### config.mk
export PLATFORM = sky130hd
export DESIGN_NAME = cmd_parser
export DESIGN_NICKNAME = d
export VERILOG_FILES = /design/src/rtl/cmd_parser.sv
export SDC_FILE = /design/constraint.sdc
export NUM_CORES = 1
export LEC_CHECK = 0
export ABC_AREA = 0
export CORE_MARGIN = 2
export CORE_UTILIZATION = 30
export CTS_CLUSTER_SIZE = 25
export DETAILED_ROUTE_END_ITERATION = 10
export GPL_TIMING_DRIVEN = 0
export PLACE_DENSITY = 0.5
export SLEW_MARGIN = 15
export SYNTH_ARGS = -nofsm -noshare
export SYNTH_HDL_FRONTEND = slang
export SYNTH_SLANG_ARGS = --single-unit
### constraint.sdc
create_clock -name clk -period 4.74 [get_ports clk]
set_input_delay 0.711 -clock clk [delete_from_list [all_inputs] [get_ports clk]]
set_output_delay 0.711 -clock clk [all_outputs]
set_load 0.005 [all_outputs]
### src/rtl/cmd_parser.sv
// Command frame parser: HEADER,P1,P2,P3,CHK with 8-bit additive checksum.
// Parameters are published atomically on a good frame and held until stop.
module cmd_parser #(
  parameter logic [7:0]  HEADER  = 8'hAA,
  parameter int unsigned TIMEOUT = 100000
) (
  input  logic       clk,
  input  logic       rst,
  input  logic [7:0] rx_data,
  input  logic       rx_valid,
  input  logic       stop,
  output logic [7:0] para1,
  output logic [7:0] para2,
  output logic [7:0] para3,
  output logic [3:0] data_num,
  output logic       busy,
  output logic       err
);

  localparam int CW = $clog2(TIMEOUT) + 1;
  localparam logic [CW-1:0] CNT_LAST = CW'(TIMEOUT - 1);
  localparam logic [CW-1:0] CNT_ONE  = CW'(1);

  typedef enum logic [1:0] {
    IDLE = 2'd0,
    RECV = 2'd1,
    DONE = 2'd2
  } state_e;

  state_e        state_q, state_d;
  logic [7:0]    p1_q, p1_d, p2_q, p2_d, p3_q, p3_d;
  logic [7:0]    sh1_q, sh1_d, sh2_q, sh2_d, sh3_q, sh3_d;
  logic [3:0]    num_q, num_d;
  logic          busy_q, busy_d;
  logic          err_q, err_d;
  logic [CW-1:0] cnt_q, cnt_d;
  logic [CW-1:0] cnt_inc;
  logic [7:0]    sum;

  assign cnt_inc = cnt_q + CNT_ONE;
  assign sum     = sh1_q + sh2_q + sh3_q;

  always_comb begin
    state_d = state_q;
    p1_d    = p1_q;
    p2_d    = p2_q;
    p3_d    = p3_q;
    sh1_d   = sh1_q;
    sh2_d   = sh2_q;
    sh3_d   = sh3_q;
    num_d   = num_q;
    err_d   = 1'b0;
    cnt_d   = cnt_q;
    unique case (state_q)
      IDLE: begin
        if (rx_valid && rx_data == HEADER) begin
          state_d = RECV;
          num_d   = 4'd1;
          cnt_d   = '0;
        end
      end
      RECV: begin
        if (stop) begin
          state_d = IDLE;
          num_d   = 4'd0;
        end else if (rx_valid) begin
          cnt_d = '0;
          unique case (num_q)
            4'd1: begin
              sh1_d = rx_data;
              num_d = 4'd2;
            end
            4'd2: begin
              sh2_d = rx_data;
              num_d = 4'd3;
            end
            4'd3: begin
              sh3_d = rx_data;
              num_d = 4'd4;
            end
            default: begin
              if (rx_data == sum) begin
                p1_d    = sh1_q;
                p2_d    = sh2_q;
                p3_d    = sh3_q;
                num_d   = 4'd5;
                state_d = DONE;
              end else begin
                num_d   = 4'd0;
                err_d   = 1'b1;
                state_d = IDLE;
              end
            end
          endcase
        end else if (cnt_inc == CNT_LAST) begin
          // An rx_valid in this cycle would have taken the branch above
          state_d = IDLE;
          num_d   = 4'd0;
          err_d   = 1'b1;
          cnt_d   = '0;
        end else begin
          cnt_d = cnt_inc;
        end
      end
      DONE: begin
        if (stop) begin
          state_d = IDLE;
          num_d   = 4'd0;
        end
      end
      default: begin
        state_d = IDLE;
        num_d   = 4'd0;
      end
    endcase
    busy_d = (state_d != IDLE);
  end

  always_ff @(posedge clk) begin
    if (rst) begin
      state_q <= IDLE;
      p1_q    <= '0;
      p2_q    <= '0;
      p3_q    <= '0;
      sh1_q   <= '0;
      sh2_q   <= '0;
      sh3_q   <= '0;
      num_q   <= '0;
      busy_q  <= 1'b0;
      err_q   <= 1'b0;
      cnt_q   <= '0;
    end else begin
      state_q <= state_d;
      p1_q    <= p1_d;
      p2_q    <= p2_d;
      p3_q    <= p3_d;
      sh1_q   <= sh1_d;
      sh2_q   <= sh2_d;
      sh3_q   <= sh3_d;
      num_q   <= num_d;
      busy_q  <= busy_d;
      err_q   <= err_d;
      cnt_q   <= cnt_d;
    end
  end

  assign para1    = p1_q;
  assign para2    = p2_q;
  assign para3    = p3_q;
  assign data_num = num_q;
  assign busy     = busy_q;
  assign err      = err_q;

endmodule

==> run metrics, run 1 <==
diode count=0; core area=0.0126 mm²; Reg-to-Reg End=para3[2]$_SDFFE_PP0P_; final setup TNS=0 ns; most used cell, CP=fa_1; overall routed net length=9900 µm; CTS Hold Bufs=0; fin. max-slew vios=0; cts bufs inserted=9; critical path cell sequence=fa_1 -> ha_1 -> fa_1 -> a21o_1 -> a21oi_1 -> xnor2_1 -> nor3_1 -> nand4_1 -> buf_2 -> mux2i_1 -> nor2_1; Final Cell Area=0.00478 mm²; Area Overhead vs Synth=24.3%; Yosys warnings=0; CP Capture Point=para3[2]$_SDFFE_PP0P_; Cell Pwr Density=295 mW/mm²; DR DRC count=0; RSZ-0062 raised after global routing=false; layout cells sized above 1=~8.5%; Hold Vio Cnt, Final=0; Placement Cell Area=0.00446 mm²; Reg2Reg Setup Slack=1.13 ns; ys async rst share=0%; nets=about 500; syn_nets=453; MaxCap Viol Count=0; crit path kind=reg2reg; ys flop type=dfxtp_1; initial antenna violation count=0; GPL Wtd Cong=0.904; WP depth=11; global route overflow=0; relative slew slack=~51%; post-synthesis sequential area ratio=between 30% and 40%; Crit. Startpoint=sh3_q[1]$_SDFFE_PP0P_; htree depth=3; clock tree buffer depth=2; Die H=117 µm; DR vias=3177; Tmin final=3.61 ns; number of synthesized flops with an enable pin=0; period utilisation layout=76.1%; status=complete, no violations; clock root cell=clkbuf_16; Layout fillers=between 1000 and 1500; final setup fails=0; Reg2Reg Launch Point=sh3_q[1]$_SDFFE_PP0P_; total track usage=about 16%; DR vias/cell=4.87; largest net degree at the start of global routing=14; Clk Latency, worst-skew pair=0.35 ns; critical path's top delay family=adder cells; P_leak=~1.9 nW; dpl hpwl=7280 µm; port bufs=39; starting density of the core=30.6%; Max VDD drop=168 µV; Yosys cell types=62; FP Rows=slightly above 40; Routed Antenna Nets=0; clk_skew=0.00956 ns; Crit Path Max Fanout=10; Synth Instances=425; #FFs+latches synth=73; post-CTS setup buffer count=0; Avg WL per Cell=15.2 µm; Pre-antenna DRT Iters=4; worst slew pin tran=about 0.73 ns; worst hold path class=reg2reg; CP required=4.95 ns; CTS sink count=between 70 and 80; Netlist Area Pre-Place=0.00385 mm²; Critical Path Source Type=flop; TritonCTS clock tree=done; first-pass GRT wire length=~16000 µm; Die Area=about 0.014 mm²; vias in the first global route=just over 3000; post-cts gate resize count=0; I/O pins=42; post-synthesis average cell area=9.06 µm²; slowest stage delay, CP=approximately 0.49 ns; Worst EP arrival=3.81 ns; Final Power=1.41 mW; Hold Startpoint=sh3_q[0]$_SDFFE_PP0P_; CP max stage cell=nand4_1; fmax=277 MHz; die span in x=117 µm; Worst R2R Path Depth=11; CP Buf/Inv Count=1; 1st-iter DRT viols=111; CP endpoint kind=flop; clock-pin slew on the worst setup and hold paths=0.06 ns
## flip-flops by register name, indices dropped and copies added (netlist names)
| register | cells |
|---|---|
| cnt_q | 18 |
| para3 | 8 |
| busy | 1 |
| sh1_q | 8 |
| sh3_q | 8 |
| para2 | 8 |
| para1 | 8 |
| data_num | 3 |
| err | 1 |
| sh2_q | 8 |
| state_q | 2 |
## power by group
| group | leakage [nW] | switching (mW) | internal (mW) |
|---|---|---|---|
| sequential | 0.588 | 0.0000679 | 0.613 |
| combinational | 1.19 | 0.0265 | 0.0164 |
| clock | 0.159 | 0.276 | 0.477 |
## worst reg2reg max path, delay by kind of cell, from the launching register on
kind	cells	cell delay (ns)
xor gates and xnor gates	1	0.10
and+or+nand+nor	3	0.84
adders and majority gates	3	1.10
DFF	1	0.41
buffers and inverters	1	0.41
AOI/OAI and AO/OA	2	0.41
muxes	1	0.19
## synthesized netlist by cell type, types with 3 or more instances
master / count / area share [%]
a211oi_1: 3 / 0.58
a21o_1: 6 / 1.2
a21oi_1: 24 / 3.1
a22o_1: 7 / 1.6
a31oi_1: 3 / 0.49
and4_1: 3 / 0.68
buf_2: 5 / 0.65
clkbuf_1: 14 / 1.4
dfxtp_1: 73 / 38
fa_1: 8 / 4.2
ha_1: 8 / 2.6
inv_1: 13 / 1.3
mux2_2: 3 / 0.88
mux2i_1: 42 / 11
nand2_1: 26 / 2.5
nand3_1: 22 / 2.9
nand3b_1: 3 / 0.58
nand4_1: 6 / 0.98
nor2_1: 64 / 6.2
nor2b_1: 4 / 0.65
nor3_1: 6 / 0.78
nor3b_1: 4 / 0.78
nor4_1: 4 / 0.65
o211ai_1: 3 / 0.58
o21ai_0: 9 / 1.2
or2_2: 3 / 0.49
or3_1: 3 / 0.49
xnor2_1: 16 / 3.6
xor2_1: 3 / 0.68
## layer usage
| metal | vias up | routed length (µm) | GRT usage (%) |
|---|---|---|---|
| met5 | - | 0 | 0 |
| met4 | 0 | 203 | 6.90 |
| met3 | 14 | 381 | 3.24 |
| met2 | 58 | 4600 | 25.2 |
| met1 | 1504 | 4720 | 20.1 |
| li1 | 1601 | - | - |
## metrics by stage
| stage | util [%] | setup WS, ns | hold slack (ns) | std cells |
|---|---|---|---|---|
| detailed placement | 35.5 | 1.14 | 0.479 | 636 |
| CTS | 38.1 | 1.11 | 0.492 | 652 |
| global route | 38.1 | 0.917 | 0.514 | 652 |
| global placement | 35.5 | 1.16 | 0.473 | 636 |
| finish | 38.1 | 1.13 | 0.491 | 652 |
| floorplan | - | 1.71 | 0.449 | 425 |
## cell usage in the layout (no fill, tap or decap), drive strengths merged, types with 4 or more instances in the layout
cell	count
dfxtp	73
nor3	6
mux2i	42
ha	8
nor2	64
nand4	8
inv	14
nand3	23
o21ai	9
buf	9
nand2	26
nor4	6
a211oi	4
a22o	7
a21o	6
clkdlybuf4s50	39
xnor2	16
clkbuf	26
a21oi	25
fa	8
nor3b	4
nor2b	4
## how the worst min path moves through the flow
stage / to / slack (ns) / cells past startpoint
after global routing: para2[2]$_SDFFE_PP0P_ / 0.51 / 2
after CTS: sh3_q[0]$_SDFFE_PP0P_ / 0.49 / 2
after detailed placement: sh3_q[0]$_SDFFE_PP0P_ / 0.48 / 2
after global placement: para2[2]$_SDFFE_PP0P_ / 0.47 / 2
after floorplan: sh3_q[0]$_SDFFE_PP0P_ / 0.45 / 2
final: sh3_q[0]$_SDFFE_PP0P_ / 0.49 / 2
## kinds of logic (layout without fill, tap and decap cells)
kind of cell             Yosys count  after routing  synth area share (%)
adder cells (fa/ha/maj)           16             16                  6.76
flip-flops                        73             73                  38.0
AND/OR/NAND/NOR                  159            159                  20.9
multiplexers                      45             45                  11.8
AO/OA/AOI/OAI                     74             74                  13.8
other                              1              1                0.0974
XOR/XNOR                          19             19                  4.32
buffers and inverters             38             93                  4.32
## cell type report
cell class / count / area, µm² / area share [%]
tap: 172 / 215 / 4.50
buffer: 25 / 118 / 2.46
clock buffer: 10 / 239 / 4.99
sequential: 73 / 1460 / 30.5
clock inverter: 6 / 90.1 / 1.88
multi-input combinational: 314 / 2220 / 46.4
inverter: 13 / 48.8 / 1.02
timing repair buffer: 39 / 390 / 8.16
Note: power is estimated with default switching activity, not from simulation.
==> inputs of run 2 (changes only) <==
==> constraint.sdc (replaced) <==
create_clock -name clk -period 3.55 [get_ports clk]
set_input_delay 0.5325 -clock clk [delete_from_list [all_inputs] [get_ports clk]]
set_output_delay 0.5325 -clock clk [all_outputs]
set_load 0.005 [all_outputs]
==> run 2 against run 1 <==
Clock-buffer cell count unchanged. Sequential cell count did not move. Final cell count grew 0.31%. Via count is essentially flat. Sequential share of layout area is 0.096 points lower. Combinational power up 33%. Power increased by 34%. Fmax up 12%. Critical path type unchanged. Largest cell class unchanged. Largest power group unchanged.
==> run metrics, run 2 (synthesis gave the netlist of run 1 again) <==
status=complete, no violations; CTS sink count=73 (unchanged); Hold Vio Cnt, Final=0 (unchanged); Hold Startpoint=sh3_q[0]$_SDFFE_PP0P_; 1st-iter DRT viols=96 (-14%); worst slew pin tran=0.740 ns (+0.00958 ns); P_leak=1.95 nW (+0.43%); total track usage=15.6% (+0.022 points); DP Worst Slack=-0.0494 ns (-1.19 ns); clock-pin slew on the worst setup and hold paths=0.06 ns (about the same); I/O pins=42 (unchanged); fin. max-slew vios=0 (unchanged); relative slew slack=50.7% (-0.64 points); Worst R2R Path Depth=11 (unchanged); Final Power=1.88 mW (+34%); clk_skew=0.00949 ns (-0.0000731 ns); CP endpoint kind=flop; Die H=117 µm (unchanged); Avg WL per Cell=15.1 µm (-0.74%); RSZ-0062 raised after global routing=false; MaxCap Viol Count=0 (unchanged); first-pass GRT wire length=16400 µm (+0.13%); diode count=0 (unchanged); clock root cell=clkbuf_16; Reg-to-Reg End=para3[2]$_SDFFE_PP0P_; Routed Antenna Nets=0 (unchanged); non-filler cells, final=654 (+0.31%); Reg2Reg Launch Point=sh3_q[1]$_SDFFE_PP0P_; crit path kind=reg2reg; dpl hpwl=7280 µm (unchanged); starting density of the core=30.6% (unchanged); Top reg by flops=cnt_q; GPL Wtd Cong=0.904 (unchanged); port bufs=39 (unchanged); DR vias/cell=4.86 (-0.34%); final setup fails=0 (unchanged); Area Overhead vs Synth=24.7%; DR vias=3176 (-0.031%); core area=0.0126 mm² (unchanged); DR DRC count=0 (unchanged); Min-Delay Endpoint=sh3_q[0]$_SDFFE_PP0P_; Placement Cell Area=0.00446 mm² (unchanged); Cell Pwr Density=392 mW/mm² (+33%); fmax=310 MHz (+12%); Die Area=0.0138 mm² (unchanged); commonest non-fill, non-tap cell in the layout=dfxtp_1; Layout fillers=1278 (unchanged); htree depth=3 (unchanged); layout cells sized above 1=8.92% (+0.38 points); die span in x=117 µm (unchanged); CP required=3.76 ns (-1.19 ns); setup ws final=0.321 ns (-0.812 ns); Hold Path Depth=2 (unchanged); Tmin final=3.23 ns (-0.378 ns); Clk Latency, worst-skew pair=0.35 ns (about the same); nets=505 (+0.40%); Pre-antenna DRT Iters=4 (unchanged); largest net degree at the start of global routing=14 (unchanged); FP Rows=41 (unchanged); Crit Path Max Fanout=10 (unchanged); commonest cells after routing, fill and taps aside=dfxtp_1, nor2_1, mux2i_1, clkdlybuf4s50_1, nand2_1; overall routed net length=9850 µm (-0.43%); Reg2Reg Setup Slack=0.32 ns (-0.81 ns); TritonCTS clock tree=done; vias in the first global route=3116 (+0.16%); Max VDD drop=223 µV (+33%); CTS Hold Bufs=0 (unchanged); worst hold path class=reg2reg; period utilisation layout=90.9% (+15 points); Worst EP arrival=3.44 ns (-0.37 ns); max FFs per register=18 (unchanged); final hold slack=0.493 ns (+0.00205 ns); initial antenna violation count=0 (unchanged); Final Cell Area=0.00480 mm² (+0.31%); post-cts gate resize count=0 (unchanged); clock tree buffer depth=2 (unchanged); global route overflow=0 (unchanged); cts bufs inserted=9 (unchanged); placed insts=636 (unchanged); Critical Path Source Type=flop
## run 2: cell count changes in the layout (fill, tap and decap cells not counted)
cell   before  now
buf_4       2    4
## run 2: critical path, cell delays in order (launching register included)
cell and delay [ns]:
dfxtp_1 0.41, fa_1 0.45, ha_1 0.25, fa_1 0.41, a21o_1 0.19, a21oi_1 0.22
xnor2_1 0.10, nor3_1 0.28, nand4_1 0.23, buf_2 0.29, mux2i_1 0.18, nor2_1 0.05
## run 2: per-stage QoR
stage,util [%],setup TNS (ns)
2_1_floorplan,-,0
3_3_place_gp,35.5,-0.578
3_5_place_dp,35.5,-0.837
4_1_cts,38.2,0
5_1_grt,38.2,0
6_report,38.2,0
## run 2: worst max-delay path by stage
stage                                  to  cells after the start                   from  slack (ns)
floorplan           para1[6]$_SDFFE_PP0P_                     11  sh1_q[1]$_SDFFE_PP0P_        0.52
global placement    para2[0]$_SDFFE_PP0P_                     11  sh3_q[1]$_SDFFE_PP0P_       -0.03
detailed placement  para3[2]$_SDFFE_PP0P_                     11  sh3_q[1]$_SDFFE_PP0P_       -0.05
CTS                 para3[2]$_SDFFE_PP0P_                     11  sh3_q[1]$_SDFFE_PP0P_        0.29
global route        para2[4]$_SDFFE_PP0P_                     11  sh2_q[1]$_SDFFE_PP0P_        0.09
finish              para3[2]$_SDFFE_PP0P_                     11  sh3_q[1]$_SDFFE_PP0P_        0.32
## run 2: final cells by class
type	count	area (µm²)	area share, %
Buffer	25	118	2.45
Clock buffer	10	239	4.98
Clock inverter	6	90.1	1.88
Inverter	13	48.8	1.02
Multi-Input combinational cell	314	2220	46.3
Sequential cell	73	1460	30.4
Tap cell	172	215	4.48
Timing Repair Buffer	41	405	8.45
## run 2: power by group
part	leakage [nW]	internal [mW]	total (mW)	switching, mW
logic	1.20	0.0219	0.0571	0.0352
registers	0.588	0.819	0.819	0.0000905
clock network	0.159	0.637	1.01	0.369
## run 2: repair_timing
| item | 4_1_cts | 5_1_grt |
|---|---|---|
| endpoints found under the setup margin | 20 | 0 |
| setup buffers | 2 | 0 |
| endpoints found under the hold margin | 0 | 0 |
## run 2: metal layers
metal  global-route usage (%)  routed length (µm)  up-vias
met1                     20.2                4710     1505
met4                     6.90                 182        0
met5                        0                   0        -
met2                     25.2                4620       49
met3                     3.24                 351       12
li1                         -                   -     1610
